<file path="src/rtl/otp_keygen.sv">
// otp_keygen: session-based key word generator (rotate or LFSR advance) with valid/ready output.
// Define OTP_KEYGEN_LFSR_EN to build the LFSR mode and zero-seed substitution; otherwise rotate only.
module otp_keygen #(
  parameter int unsigned      KEY_W = 64,
  parameter int unsigned      ROT   = 8,
  parameter int unsigned      CNT_W = 8,
  parameter logic [KEY_W-1:0] TAPS  = KEY_W'(64'hD800_0000_0000_0000)
) (
  input  logic             clk,
  input  logic             reset,
  input  logic             start,
  input  logic [7:0]       seed,
  input  logic [CNT_W-1:0] nwords,
  input  logic             mode,
  output logic [KEY_W-1:0] key,
  output logic             key_valid,
  input  logic             key_ready,
  output logic             busy,
  output logic             done
);

  localparam int unsigned REP = KEY_W / 8;

  typedef enum logic [1:0] {
    IDLE = 2'd0,
    RUN  = 2'd1,
    DONE = 2'd2
  } state_t;

  state_t           state_q, state_d;
  logic [KEY_W-1:0] shift_q, shift_d;
  logic [CNT_W-1:0] cnt_q, cnt_d;
  logic [7:0]       seed_c;
  logic [KEY_W-1:0] adv_c;
  logic             hs_c;

`ifdef OTP_KEYGEN_LFSR_EN
  logic mode_q;

  // Mode is latched once per session, at the accepted start.
  always_ff @(posedge clk) begin
    if (!reset) begin
      mode_q <= 1'b0;
    end else if (state_q == IDLE && start) begin
      mode_q <= mode;
    end
  end

  // An all-zero LFSR never leaves zero, so substitute an all-ones seed byte.
  always_comb begin
    seed_c = seed;
    if (mode && seed == 8'h00) begin
      seed_c = 8'hFF;
    end
  end

  always_comb begin
    adv_c = {shift_q[ROT-1:0], shift_q[KEY_W-1:ROT]};
    if (mode_q) begin
      adv_c = {^(shift_q & TAPS), shift_q[KEY_W-1:1]};
    end
  end
`else
  logic unused_cfg;

  assign unused_cfg = ^{mode, TAPS};
  assign seed_c     = seed;
  assign adv_c      = {shift_q[ROT-1:0], shift_q[KEY_W-1:ROT]};
`endif

  // Next-state and datapath update.
  always_comb begin
    state_d = state_q;
    shift_d = shift_q;
    cnt_d   = cnt_q;
    hs_c    = key_valid & key_ready;
    unique case (state_q)
      IDLE: begin
        if (start) begin
          shift_d = {REP{seed_c}};
          cnt_d   = nwords;
          state_d = (nwords == '0) ? DONE : RUN;
        end
      end
      RUN: begin
        if (hs_c) begin
          shift_d = adv_c;
          cnt_d   = cnt_q - CNT_W'(1);
          if (cnt_q == CNT_W'(1)) begin
            state_d = DONE;
          end
        end
      end
      DONE: begin
        state_d = IDLE;
      end
      default: begin
        state_d = IDLE;
      end
    endcase
  end

  // Flags are registered from the next state so they line up with it.
  always_ff @(posedge clk) begin
    if (!reset) begin
      state_q   <= IDLE;
      shift_q   <= '0;
      cnt_q     <= '0;
      key_valid <= 1'b0;
      busy      <= 1'b0;
      done      <= 1'b0;
    end else begin
      state_q   <= state_d;
      shift_q   <= shift_d;
      cnt_q     <= cnt_d;
      key_valid <= (state_d == RUN);
      busy      <= (state_d != IDLE);
      done      <= (state_d == DONE);
    end
  end

  assign key = shift_q;

endmodule

</file>
<file path="config.mk">
export PLATFORM = sky130hd
export DESIGN_NAME = otp_keygen
export DESIGN_NICKNAME = d
export VERILOG_FILES = /design/src/rtl/otp_keygen.sv
export SDC_FILE = /design/constraint.sdc
export NUM_CORES = 1
export LEC_CHECK = 0
export ABC_AREA = 1
export CORE_UTILIZATION = 45
export DETAILED_ROUTE_END_ITERATION = 12
export PLACE_DENSITY = 0.76
export REMOVE_ABC_BUFFERS = 1
export SYNTH_ARGS = -nofsm -noshare
export SYNTH_HDL_FRONTEND = slang
export SYNTH_SLANG_ARGS = --single-unit
</file>
<file path="constraint.sdc">
create_clock -name clk -period 1.4 [get_ports clk]
set_input_delay 0.21 -clock clk [delete_from_list [all_inputs] [get_ports clk]]
set_output_delay 0.21 -clock clk [all_outputs]
set_load 0.02 [all_outputs]
</file>
# Word-level counts from Yosys, hierarchy flattened
# Index checks and enable logic that the tools add are counted.
# totals
regBits,77
input_bits,21
out_inout_bits,67
word_cells,30
# classes
addsub,1
n_eq_ne,6
n_mux,11
bitwise,1
reduce_logical,5
# op_table
operator,count
64-bit two-way mux,2
64-bit one-hot mux with 2 select lines,1
8-bit two-way mux,2
8-bit one-hot mux with 2 select lines,1
"8-bit by 1-bit == test with 1-bit output, second input constant",1
8-bit logical NOT,1
2-bit two-way mux,4
"8-bit by 1-bit subtractor with 8-bit output, second input constant",1
"2-bit by 1-bit == test with 1-bit output, second input constant",2
"2-bit inequality test, second input constant",2
2-bit one-hot mux with 2 select lines,1
2-bit nonzero test,2
3-bit AND reduction,1
"2-bit == test, second input constant",1
2-bit logical NOT,1
1-bit bitwise AND,1

# Longest topological paths before layout
# depth
ltp_word,5
depth_mapped,9
mapped_depth_nobuf,9

# Least setup slack after synthesis
# No wires, ideal clock.
# synth_timing
path_kind,register -> register
startpoint,reg key_valid
endpoint,reg shift_q[0] (netlist: key[0])
setup_ns,0.128
arrival_ns,1.120
required_time_ns,1.272
setup_slack_ns,0.152
path_stages_with_launch,8
path_buffers,2
period_less_slack_ns,1.248
cell_sequence,dfxtp_1 -> nand2_1 -> inv_1 -> nand2_1 -> nand2_1 -> buf_2 -> buf_2 -> a31oi_1
# synth_between
elab_chain_cells,3
# synth_lines
element,line,source
"start, declared",16,"output logic key_valid,"
"start signal, assigned",116,key_valid <= (state_d == RUN);
1-bit bitwise AND,76,hs_c = key_valid & key_ready;
2-bit inequality test (no line),n/a,
3-bit AND reduction (no line),n/a,
"end signal, assigned",114,shift_q <= shift_d;
"end, declared",31,"logic [KEY_W-1:0] shift_q, shift_d;"
# No other way between the ends.
# A chain may end at the register's enable or synchronous reset.

# Final worst setup path
# layout_timing
startpoint,reg state_q[1]
endpoint,reg shift_q[19] (netlist: key[19])
# layout_between
elab_chain_cells,3
word_cells_on_any_way,7
classes_between,eq/ne: 3; mux: 1; reduce/logical: 3
# layout_lines
element,line,source
"start, declared",30,"state_t state_q, state_d;"
"start signal, assigned",113,state_q <= state_d;
2-bit by 1-bit == test with 1-bit output or 2-bit logical NOT (tied branches),77,unique case (state_q)
2-bit inequality test (no line) or 2-bit nonzero test (tied branches),n/a,
3-bit AND reduction (no line),n/a,
# Parallel ways exist; a longest one is shown, timed or not.

==> results.tsv <==
stage	metric	value	unit
status	status	complete, no violations	
setup_path	reg2regPathDepth	7	
clock_tree	ctsLongestPathBuffers	2	
sta	clock_skew	0.0115	ns
logic_synthesis	ys.flop_type	dfxtp_1	
drt	drt_iter0_markers	171	
placement	pre_cts_slack	-0.182	ns
floorplan	die_x	86.2	um
setup_path	critical_path.max_fanout	16	
power	leakagePower	1.95	nW
logic_synthesis	synth.distinct_cells	20	
sta	worstMarginPinSlew	0.285	ns
placement	port_buffers	86	
global_route	grt_max_degree	73	
logic_synthesis	yosys_warnings	0	
clock_tree	cts_max_level	3	
setup_path	path_class	flop to flop	
sta	min_period_over_period	96.8	%
clock_tree	cts_tree	done	
sta	fin_crit	1.35	ns
sta	slew_headroom	81.0	%
clock_tree	clkTransAtPathRegs	0.08	ns
cells_and_area	layout-area-overhead-vs-synth	40.3	%
clock_tree	numCtsBuffers	9	
drt	vias	3243	
drt	postRouteAntennaNets	0	
logic_synthesis	syn_inst	411	
floorplan	placeableCoreArea	6830	sq um
logic_synthesis	synth_seq_area_share	48.4	%
sta	drv_slew	0	
global_route	track_usage	21.5	%
floorplan	die_area	7430	sq um
floorplan	die_y	86.2	um
setup_path	startpoint	state_q[1]	
flow_run	cap_violations	0	
setup_path	start_kind	flop	
floorplan	start_util	46.7	%
logic_synthesis	avgSynthCellArea	7.76	sq um
setup_path	r2r_end	key[19]	
power	power_density	1260	nW/um^2
power	ir_drop	813	uV
sta	hold_viol	0	
global_route	grt_antenna_before_repair	0	
logic_synthesis	synth-edff-count	0	
worst_hold_path	hp-class	primary input to flop	
drt	drtPass1Iterations	4	
drt	finalWirelength	8.29	mm
sta	setup_viol	0	
floorplan	num_io_pins	88	
cells_and_area	multi_input_area	1420	sq um
placement	hpwl	4.90	mm
sta	fin_ws	0.0453	ns
global_route	first_global_vias	2654	
placement	place_congestion	0.793	
global_route	grt_overflow_total	0	
power	power	5.65	mW
global_route	grt_pass1_wl	12.6	mm
cells_and_area	n_antenna_cell	0	
setup_path	worstPathRequired	1.66	ns
setup_path	endpoint	key[19]	
drt	avgViaCountPerCell	5.41	
clock_tree	clk_latency	0.35	ns
cells_and_area	final_nets	521	
logic_synthesis	synth_area	3190	sq um
drt	wl_per_cell	13.8	um
logic_synthesis	async_flop_share	0	%
setup_path	reg2reg_from	state_q[1]	
cells_and_area	layout-drive-gt1-share	10.7	%
logic_synthesis	ys_seq_elements	77	
sta	max_freq	738	MHz
clock_tree	root_buffer	clkbuf_8	
setup_path	arrival	1.62	ns
clock_tree	clock_sinks	77	
setup_path	rrSetupSlack	0.05	ns
setup_path	crit_path_end_kind	flop	
cells_and_area	regArea	1540	sq um
cells_and_area	nFillCells	622	
drt	drc_errors	0	
floorplan	placementRows	30	
==> synthesized netlist by cell type, types with 2 or more instances <==
library cell	count	share of area, %
a21oi_1	12	1.9
a31oi_1	64	13
buf_2	16	2.5
buf_4	2	0.47
buf_6	7	2.5
clkbuf_1	8	0.94
dfxtp_1	77	48
ha_1	2	0.78
inv_1	17	2.0
nand2_1	106	12
nand3_1	6	0.94
nor2_1	9	1.1
nor3_1	2	0.31
o21ai_0	18	2.8
o21ai_1	60	9.4
==> repair_timing <==
action,4_1_cts,5_1_grt
gates cloned,0,4
buffers inserted,0,3
hold buffers,0,0
resized for setup,67,16
pin swaps,0,2
endpoints found under the setup margin,67,73
==> cell type report <==
| type | instances | share of cell area (%) |
|---|---|---|
| clock buffer | 11 | 3.16 |
| clock inverter | 5 | 1.34 |
| inverter | 18 | 1.59 |
| multi-input combinational | 283 | 31.8 |
| sequential | 77 | 34.5 |
| tap | 96 | 2.69 |
| timing repair buffer | 109 | 24.9 |
==> cell families after synthesis <==
logic type	count (synthesis)	share of synthesized area [%]
buffers and inverters	51	8.52
flip-flops	77	48.4
AND/OR/NAND/NOR	126	15.4
adder cells (fa/ha/maj)	2	0.785
AO/OA/AOI/OAI	155	26.9
==> registers in the layout, summed over array words and instances (netlist names) <==
| signal | cells |
|---|---|
| cnt_q | 8 |
| busy | 1 |
| key | 64 |
| state_q | 2 |
| key_valid | 1 |
| done | 1 |
==> placed cells by master, fill, tap and decap left out, types with 4 or more instances in the layout <==
master,instances
nand2_1,100
dfxtp_1,76
dlygate4sd2_1,67
a31oi_1,63
o21ai_1,60
o21ai_0,18
clkdlybuf4s50_1,18
inv_1,15
a21oi_1,11
clkbuf_8,10
buf_4,9
nor2_1,7
buf_12,7
nand3_1,6
nand2_2,5
clkbuf_16,4
==> power by group <==
group	leakage, nW	internal [mW]	switching (mW)
Sequential	0.638	2.41	0.164
Clock	0.0995	0.876	0.820
Combinational	1.21	0.572	0.809
Total	1.95	3.85	1.79
==> per-layer routing <==
layer  global-route usage, %  part of all wire (%)  wire (um)
met1                    28.2                    47       3890
met2                    32.9                    45       3750
met4                    11.7                   1.6        133
met3                    5.14                   6.3        521
met5                       0                     0          0
==> per-stage QoR <==
stage	instances	setup TNS, ns	utilization (%)	hold WS, ns	instance area (sq um)
2_1_floorplan	378	-217.56	-	0.344	2980
3_3_place_gp	576	-7.66	61.0	0.453	4170
3_5_place_dp	576	-9.77	61.0	0.454	4170
4_1_cts	592	0	62.7	0.365	4290
5_1_grt	599	-0.0384	65.5	0.376	4470
6_report	599	0	65.5	0.355	4470
==> critical path, stage by stage, from the launching register on <==
cell	delay (ns)
dfxtp_1	0.42
nor2_4	0.06
buf_4	0.15
inv_2	0.09
buf_12	0.15
nand2_1	0.05
buf_4	0.16
a31oi_1	0.18
==> how the worst min path moves through the flow <==
stage | slack, ns | to | start | cells after the start
2_1_floorplan | 0.34 | done | reset | 2
3_3_place_gp | 0.45 | cnt_q[2] | cnt_q[2] | 2
3_5_place_dp | 0.45 | cnt_q[2] | cnt_q[2] | 2
4_1_cts | 0.36 | key[30] | reset | 4
5_1_grt | 0.38 | key[21] | reset | 4
6_report | 0.35 | cnt_q[1] | reset | 4
(Power assumes the default switching activity.)
